## config.mk

```make
export PLATFORM = sky130hd
export DESIGN_NAME = arm32_fetch_unit
export DESIGN_NICKNAME = d
export VERILOG_FILES = /design/src/rtl/arm32_fetch_unit.sv
export SDC_FILE = /design/constraint.sdc
export NUM_CORES = 1
export LEC_CHECK = 0
export ABC_CLOCK_PERIOD_IN_PS = 3000
export CELL_PAD_IN_SITES_DETAIL_PLACEMENT = 2
export CELL_PAD_IN_SITES_GLOBAL_PLACEMENT = 2
export CORE_AREA = 4 4 184 186
export CTS_CLUSTER_DIAMETER = 50
export CTS_CLUSTER_SIZE = 12
export DETAILED_ROUTE_END_ITERATION = 7
export DIE_AREA = 0 0 188 190
export MAX_ROUTING_LAYER = met4
export PLACE_DENSITY = 0.82
export SETUP_SLACK_MARGIN = 0.4
export SYNTH_ARGS = -nofsm -noshare
export SYNTH_HDL_FRONTEND = slang
export SYNTH_SLANG_ARGS = --single-unit
```

## constraint.sdc

```tcl
create_clock -name clk -period 3 [get_ports clk]
set_input_delay 0.75 -clock clk [delete_from_list [all_inputs] [get_ports clk]]
set_output_delay 0.75 -clock clk [all_outputs]
set_load 0.05 [all_outputs]
```

## src/rtl/arm32_fetch_unit.sv

```systemverilog
// ---------------------------------------------------------------------------
// arm32_fetch_unit
//
// Instruction fetch stage. Reads the byte-wide unified RAM one byte per cycle,
// assembles big-endian 32-bit words and queues {word, pc} in a small prefetch
// FIFO that feeds decode through a valid/ready handshake. A branch redirect
// from write-back flushes everything and restarts fetch at the target.
//
// Optional feature (compile-time macro ARM32_FETCH_ALIGN_TRAP_EN):
//   defined   - a redirect to a non-word-aligned target flushes and halts
//               fetch with fault=1 until reset.
//   undefined - target[1:0] is forced to 00 and fault is tied low.
//
// Parameters:
//   DEPTH     prefetch FIFO depth in words (power of two, >= 2)
//   RESET_PC  fetch address after reset
//
// Ports:
//   clk, reset_n          clock, synchronous active-low reset
//   mem_rd_en/mem_addr    byte read request to RAM (addr held when idle)
//   mem_rdata             read data, one cycle after the request
//   br_valid/br_target    single-cycle redirect pulse and byte target
//   ins_valid/ins_ready   handshake to decode
//   ins_data/ins_pc       head-of-FIFO instruction word and its address
//   fault                 misaligned-redirect trap indicator
// ---------------------------------------------------------------------------
module arm32_fetch_unit #(
  parameter int          DEPTH    = 2,
  parameter logic [31:0] RESET_PC = 32'h0
) (
  input  logic        clk,
  input  logic        reset_n,
  output logic        mem_rd_en,
  output logic [31:0] mem_addr,
  input  logic [7:0]  mem_rdata,
  input  logic        br_valid,
  input  logic [31:0] br_target,
  output logic        ins_valid,
  input  logic        ins_ready,
  output logic [31:0] ins_data,
  output logic [31:0] ins_pc,
  output logic        fault
);

  localparam int AW = $clog2(DEPTH);
  localparam int CW = AW + 1;

  typedef enum logic [1:0] {
    S_FETCH = 2'd0,
    S_STALL = 2'd1,
    S_HALT  = 2'd2
  } state_e;

  state_e                   state_q,     state_d;
  logic [31:0]              fetch_pc_q,  fetch_pc_d;
  logic [1:0]               bcnt_q,      bcnt_d;
  logic                     epoch_q,     epoch_d;
  // Tag of the byte request issued last cycle.
  logic                     rsp_vld_q,   rsp_vld_d;
  logic                     rsp_epoch_q, rsp_epoch_d;
  logic                     rsp_last_q,  rsp_last_d;
  logic [31:0]              rsp_pc_q,    rsp_pc_d;
  logic [31:0]              asm_q,       asm_d;
  logic [31:0]              mem_addr_q,  mem_addr_d;
  logic [DEPTH-1:0][31:0]   fifo_data_q, fifo_data_d;
  logic [DEPTH-1:0][31:0]   fifo_pc_q,   fifo_pc_d;
  logic [AW-1:0]            rd_ptr_q,    rd_ptr_d;
  logic [AW-1:0]            wr_ptr_q,    wr_ptr_d;
  logic [CW-1:0]            count_q,     count_d;
`ifdef ARM32_FETCH_ALIGN_TRAP_EN
  logic                     fault_q,     fault_d;
`endif

  logic        rsp_ok;
  logic        push;
  logic        pop;
  logic        room;
  logic        issue;
  logic        br_take;
  logic        br_misal;
  logic [31:0] br_tgt;

  // Redirect target handling differs only in alignment treatment.
`ifdef ARM32_FETCH_ALIGN_TRAP_EN
  assign br_tgt   = br_target;
  assign br_misal = |br_target[1:0];
`else
  assign br_tgt   = br_target & ~32'h3;
  assign br_misal = 1'b0;
`endif

  // Once halted, every redirect is ignored; only reset leaves HALT.
  assign br_take = br_valid && (state_q != S_HALT);

  // A returning byte is used only if no redirect happened since its request.
  assign rsp_ok = rsp_vld_q && (rsp_epoch_q == epoch_q);
  assign push   = rsp_ok && rsp_last_q;
  assign pop    = (count_q != '0) && ins_ready;

  // At a word boundary the only word still in flight is the one whose last
  // byte returns this cycle, so counting that push is enough to guarantee a
  // slot for the word about to start. Pops are ignored here (conservative).
  assign room  = ({1'b0, count_q} + (CW+1)'(push)) < (CW+1)'(DEPTH);
  assign issue = (state_q == S_FETCH) && ((bcnt_q != 2'd0) || room);

  // Gated by reset_n so no request escapes while reset is held; the first
  // request then appears in the very first cycle after release.
  assign mem_rd_en = reset_n && issue;
  assign mem_addr  = mem_rd_en ? (fetch_pc_q + {30'd0, bcnt_q}) : mem_addr_q;

  assign ins_valid = (count_q != '0);
  assign ins_data  = fifo_data_q[rd_ptr_q];
  assign ins_pc    = fifo_pc_q[rd_ptr_q];

`ifdef ARM32_FETCH_ALIGN_TRAP_EN
  assign fault = fault_q;
`else
  assign fault = 1'b0;
`endif

  always_comb begin
    state_d     = state_q;
    fetch_pc_d  = fetch_pc_q;
    bcnt_d      = bcnt_q;
    epoch_d     = epoch_q;
    asm_d       = asm_q;
    mem_addr_d  = mem_addr;
    fifo_data_d = fifo_data_q;
    fifo_pc_d   = fifo_pc_q;
    rd_ptr_d    = rd_ptr_q;
    wr_ptr_d    = wr_ptr_q;
    count_d     = count_q;
`ifdef ARM32_FETCH_ALIGN_TRAP_EN
    fault_d     = fault_q;
`endif

    rsp_vld_d   = mem_rd_en;
    rsp_epoch_d = epoch_q;
    rsp_last_d  = (bcnt_q == 2'd3);
    rsp_pc_d    = fetch_pc_q;

    // Big-endian assembly: first byte ends up in [31:24].
    if (rsp_ok) asm_d = {asm_q[23:0], mem_rdata};

    if (issue) begin
      bcnt_d = 2'(bcnt_q + 2'd1);
      if (bcnt_q == 2'd3) fetch_pc_d = fetch_pc_q + 32'd4;
    end

    unique case (state_q)
      S_FETCH: if (!issue) state_d = S_STALL;
      S_STALL: if (count_q < CW'(DEPTH)) state_d = S_FETCH;
      default: state_d = state_q;
    endcase

    if (push) begin
      fifo_data_d[wr_ptr_q] = {asm_q[23:0], mem_rdata};
      fifo_pc_d[wr_ptr_q]   = rsp_pc_q;
      wr_ptr_d              = AW'(wr_ptr_q + 1'b1);
    end
    if (pop) rd_ptr_d = AW'(rd_ptr_q + 1'b1);
    count_d = count_q + CW'(push) - CW'(pop);

    // Redirect overrides everything above, including a same-cycle pop and
    // a byte returning this cycle. Flipping the epoch kills the byte
    // requested this cycle when it returns next cycle.
    if (br_take) begin
      epoch_d    = ~epoch_q;
      count_d    = '0;
      rd_ptr_d   = '0;
      wr_ptr_d   = '0;
      asm_d      = '0;
      bcnt_d     = 2'd0;
      fetch_pc_d = br_tgt;
      state_d    = S_FETCH;
`ifdef ARM32_FETCH_ALIGN_TRAP_EN
      if (br_misal) begin
        state_d = S_HALT;
        fault_d = 1'b1;
      end
`else
      if (br_misal) state_d = S_HALT;
`endif
    end
  end

  always_ff @(posedge clk) begin
    if (!reset_n) begin
      state_q     <= S_FETCH;
      fetch_pc_q  <= RESET_PC;
      bcnt_q      <= 2'd0;
      epoch_q     <= 1'b0;
      rsp_vld_q   <= 1'b0;
      rsp_epoch_q <= 1'b0;
      rsp_last_q  <= 1'b0;
      rsp_pc_q    <= 32'd0;
      asm_q       <= 32'd0;
      mem_addr_q  <= 32'd0;
      fifo_data_q <= '0;
      fifo_pc_q   <= '0;
      rd_ptr_q    <= '0;
      wr_ptr_q    <= '0;
      count_q     <= '0;
`ifdef ARM32_FETCH_ALIGN_TRAP_EN
      fault_q     <= 1'b0;
`endif
    end else begin
      state_q     <= state_d;
      fetch_pc_q  <= fetch_pc_d;
      bcnt_q      <= bcnt_d;
      epoch_q     <= epoch_d;
      rsp_vld_q   <= rsp_vld_d;
      rsp_epoch_q <= rsp_epoch_d;
      rsp_last_q  <= rsp_last_d;
      rsp_pc_q    <= rsp_pc_d;
      asm_q       <= asm_d;
      mem_addr_q  <= mem_addr_d;
      fifo_data_q <= fifo_data_d;
      fifo_pc_q   <= fifo_pc_d;
      rd_ptr_q    <= rd_ptr_d;
      wr_ptr_q    <= wr_ptr_d;
      count_q     <= count_d;
`ifdef ARM32_FETCH_ALIGN_TRAP_EN
      fault_q     <= fault_d;
`endif
    end
  end

endmodule

```

After elaboration in Yosys (flattened, before gate mapping) --
Index checks and enable logic that the tools add are counted. W data, S select, Z words.
Word-level totals: register bits after elaboration 260, latch bits 0, bits in writable memories 0, bits in read-only memories 0, word-level logic and storage cells 72, memories 0
Cells by class: $add $sub $neg 8, $mul 0, div/mod/pow operators 0, order comparisons 5, equal/unequal tests 6, shifts and indexed selects 0, mux-type cells 15, bitwise operators 2, reduce and logical (&&, ||, !) cells 18
Operators by type and width (count):
- $mux W32 | 9
- $bwmux W64 | 2
- $add A32 B2 Y32 | 1
- $add A32 B3 Y32 const B | 1
- $demux W32 S1 | 1
- $reduce_bool A2 Y1 | 5
- $logic_and A1 B1 Y1 | 7
- $ne A2 B2 Y1 const B | 3
- $lt A1 B2 Y1 const B | 2
- $mux W2 | 2
- $pmux W2 S2 | 1
- $reduce_and A2 Y1 | 2
- $add A2 B1 Y3 | 1
- $lt A3 B2 Y1 const B | 1
- $reduce_and A3 Y1 | 1
- $add A1 B1 Y1 const B | 2
- $add A2 B1 Y2 | 1
- $add A2 B1 Y2 const B | 1
- $eq A2 B1 Y1 const B | 1
- $eq A2 B2 Y1 const B | 1
- $logic_not A2 Y1 | 1
- $lt A2 B2 Y1 const B | 1
- $not A1 Y1 | 2
- $reduce_or A2 Y1 | 1
- 4 further kinds | 4

Depth between registers and ports, before layout --
depth in word-level cells 9, gate-level depth with buffers 9

Worst setup path after synthesis --
OpenSTA, ideal clock, no wires.
kind register -> output, from register bcnt_q[0], to output mem_addr[0], arrival time 2.639 ns, path slack -0.389 ns, cell stages (with the launch flop) 9, cell sequence dfxtp_1 -> inv_1 -> ha_1 -> a21oi_1 -> o21a_1 -> buf_4 -> nand2_4 -> buf_2 -> o21ai_0
On the way: word-level cells in the longest chain between the ends 5, elaborated cells between the ends (all ways) 6, those cells by class add/sub: 1; mux: 1; reduce/logical: 4
RTL lines:
- start: declaration | line 56 | logic [1:0] bcnt_q, bcnt_d;
- start signal: assignment | line 210 | bcnt_q <= bcnt_d;
- parallel branches: the longest is 4 deep, another holds $add A32 B2 Y32
- $mux W32 * | line 109 | assign mem_addr = mem_rd_en ? (fetch_pc_q + {30'd0, bcnt_q}) : mem_addr_q;
- end: declaration | line 34 | output logic [31:0] mem_addr,
Every way passes the cells marked *.

Worst setup path after layout --
from register bcnt_q[1], to output mem_addr[15]
Same word-level chain as after synthesis.

==> impl_metrics.json <==
{
  "outcome": "complete, but fails checks",
  "failed_checks": "negative setup slack",
  "grt_pass1_vias": 11080,
  "drive_above_1_share_pct": 34.44,
  "setup_tns_ps": -11640,
  "grt_max_degree": 222,
  "place_inst": 1735,
  "p_per_area_nw_per_um2": 543.7,
  "h-tree-depth": 2,
  "yosys_warnings": 0,
  "grt-ovfl-total": 0,
  "clkTransAtPathRegs_ps": 60,
  "port_buffers": 137,
  "gr-usage-all-layers_pct": 26.11,
  "syn_inst": 1231,
  "critPathRequiredTime_ps": 2250,
  "cp-start-kind": "flop",
  "clock.fmax_mhz": 304.1,
  "dieHeight_um": 190,
  "grt_pass1_wl_um": 70620,
  "worst_pin_slew_ps": 1042,
  "finalHoldViolCount": 0,
  "finalPower_uw": 8972,
  "dp_hpwl_um": 22660,
  "synth-edff-count": 0,
  "drt-total-wl_um": 61310,
  "final_common_cell": "nand2_1",
  "p_leak_uw": 0.006561,
  "viasPerCell": 5.672,
  "post-route-min-period_ps": 3289,
  "grt_antenna_before_repair": 3,
  "finClkSkew_ps": 42.28,
  "maxCapViolations": 0,
  "syn_area_um2": 10790,
  "io_pins": 143,
  "fillers": 3142,
  "clk_path_buf_depth": 3,
  "synth-seq-cells": 251,
  "ys_types": 51,
  "vdd_drop_max_uv": 502.7,
  "path_cells": "inv_4, ha_4, nand4_1, o21a_4, buf_12, buf_12, nand2_4, mux2_4, buf_8",
  "slew_headroom_pct": 30.34,
  "wl_per_cell_um": 32.46,
  "insertion_delay_ps": 540,
  "die_area_um2": 35720,
  "fin_cells": 1889,
  "critPathArrivalTime_ps": 2540,
  "fin_ws_ps": -288.6,
  "synthToLayoutAreaGrowth_pct": 52.93,
  "drt-pass1-iter-count": 5,
  "worstSetupEndpointType": "primary output",
  "initial_core_util_pct": 33.42,
  "slew_viol_final": 0,
  "tritoncts": "built",
  "die_w_um": 188,
  "drt_iter0_drc": 876,
  "async_reset_ff_share_pct": 0,
  "layout_common_cells": "nand2_1, dfxtp_1, a21boi_0",
  "critical-path-max-stage-delay_ps": 340,
  "ys_seq_area_share_pct": 46.57,
  "via_count": 10710,
  "drc_errors": 0,
  "numCtsBuffers": 35,
  "critPathKind": "reg -> out",
  "nets": 1469,
  "synth.avg_cell_area_um2": 8.766,
  "synth_ff_type": "dfxtp_1",
  "place.gp.congestion": 0.7595,
  "core_um2": 32290,
  "setup_viol": 81,
  "path_common_cell": "buf_12",
  "path_max_fanout": 4,
  "period_share_pct": 109.6,
  "rsz0062_at_grt": "yes",
  "cts-root-buf": "clkbuf_16",
  "hold_class": "reg -> reg",
  "rows": 66,
  "ant_nets": 0,
  "cpMaxStageDelayCell": "dfxtp_2",
  "clock_sinks": 251
}
[critical path, delay by kind of cell, from the launching register on]
family,cells,cell delay (ps)
compound gates,1,310
fa+ha+maj,1,160
buf+inv,4,530
flops,1,340
mux,1,340
simple gates,2,340
[final timing paths]
check | slack [ps] | depth (start not counted) | endpoint | startpoint
max reg2reg | -240 | 18 | fetch_pc_q[23] | bcnt_q[1]
min reg2reg | 470 | 2 | fifo_pc_q[58] | rsp_pc_q[26]
max | -290 | 9 | mem_addr[15] | bcnt_q[1]
min | 470 | 2 | fifo_pc_q[58] | rsp_pc_q[26]
[stage by stage]
stage	hold slack, ps	area [um2]	setup slack (ps)	utilization (%)
2_1_floorplan	440.0	10960	410.2	-
3_3_place_gp	448.1	12580	233.5	38.98
3_5_place_dp	460.4	12580	183.6	38.98
4_1_cts	468.4	15180	-36.75	47.03
5_1_grt	485.4	16500	-325.3	51.11
6_report	467.3	16500	-288.6	51.11
[kinds of logic (layout without fill, tap and decap cells)]
family | count (synthesis) | after routing | share of synthesized area, %
and+or+nand+nor | 502 | 506 | 20.67
AOI/OAI and AO/OA | 247 | 248 | 15.60
muxes | 91 | 91 | 9.497
xor gates and xnor gates | 26 | 26 | 2.180
other | 1 | 7 | 0.03475
DFF | 251 | 251 | 46.57
adders and majority gates | 5 | 5 | 0.5798
buffers and inverters | 108 | 313 | 4.870
[metal layers]
layer	vias to the layer above	part of all wire, %	track usage [%]
met4	0	6.0	10.50
met3	214	5.2	4.275
li1	4502	-	-
met2	507	50	44.17
met5	-	0	-
met1	5491	39	31.16
[Yosys cell counts, types with 2 or more instances]
master	instances	area, um2
a211oi_1	3	22.52
and2_1	36	225.2
clkbuf_8	2	27.53
clkbuf_2	2	10.01
mux2_2	88	991.0
a31oi_1	4	25.02
dfxtp_1	251	5025
or3_1	2	12.51
a311oi_1	3	26.28
dlygate4sd1_1	2	17.52
and4_1	7	61.31
nor2_1	8	30.03
nor4_2	5	62.56
nand4_1	14	87.58
o21ai_0	31	155.2
buf_4	4	30.03
or2_2	4	25.02
nor4_1	6	37.54
ha_1	5	62.56
nor2b_1	2	12.51
buf_1	2	7.510
nand3_1	14	70.07
clkbuf_1	45	168.9
mux2_1	3	33.78
buf_2	40	200.2
and4b_1	2	20.02
xnor2_1	17	148.9
inv_1	8	30.03
and3_1	3	18.77
a21oi_1	42	210.2
o21ai_1	3	15.01
xor2_1	8	70.07
buf_6	3	33.78
nor3_1	13	65.06
nand2_1	378	1419
a21boi_0	156	1171
[state kept, by name, summed over array words and instances, names as in the netlist]
name	cells
fifo_pc_q	60
rsp_pc_q	30
rsp_last_q	1
state_q	1
asm_q	24
mem_addr_q	32
fetch_pc_q	30
bcnt_q	2
count_q	2
epoch_q	1
rd_ptr_q	1
rsp_epoch_q	1
fifo_data_q	64
wr_ptr_q	1
rsp_vld_q	1
[power breakdown]
group	switching (uW)	total, uW	internal [uW]
logic	497	837	340
clock network	1820	4580	2760
registers	144	3550	3410
total	2460	8970	6510
[timing repair]
action                     4_1_cts  5_1_grt
buffers inserted                42       32
setup endpoints to repair       87      151
pin swaps                       56      112
gates cloned                     8        8
hold buffers                     0        0
resized for setup              382      227
[area by class of cell]
type                       instances  area (um2)  share of cell area (%)
multi-input combinational        879        6484                   39.29
sequential                       251        5035                   30.51
timing repair buffer             245        3174                   19.24
clock buffer                      43       978.4                   5.929
tap                              442       553.0                   3.351
clock inverter                    17       232.7                   1.410
inverter                           8       35.03                  0.2123
antenna                            4       10.01                 0.06066
Power figures use the tool's default switching activity.
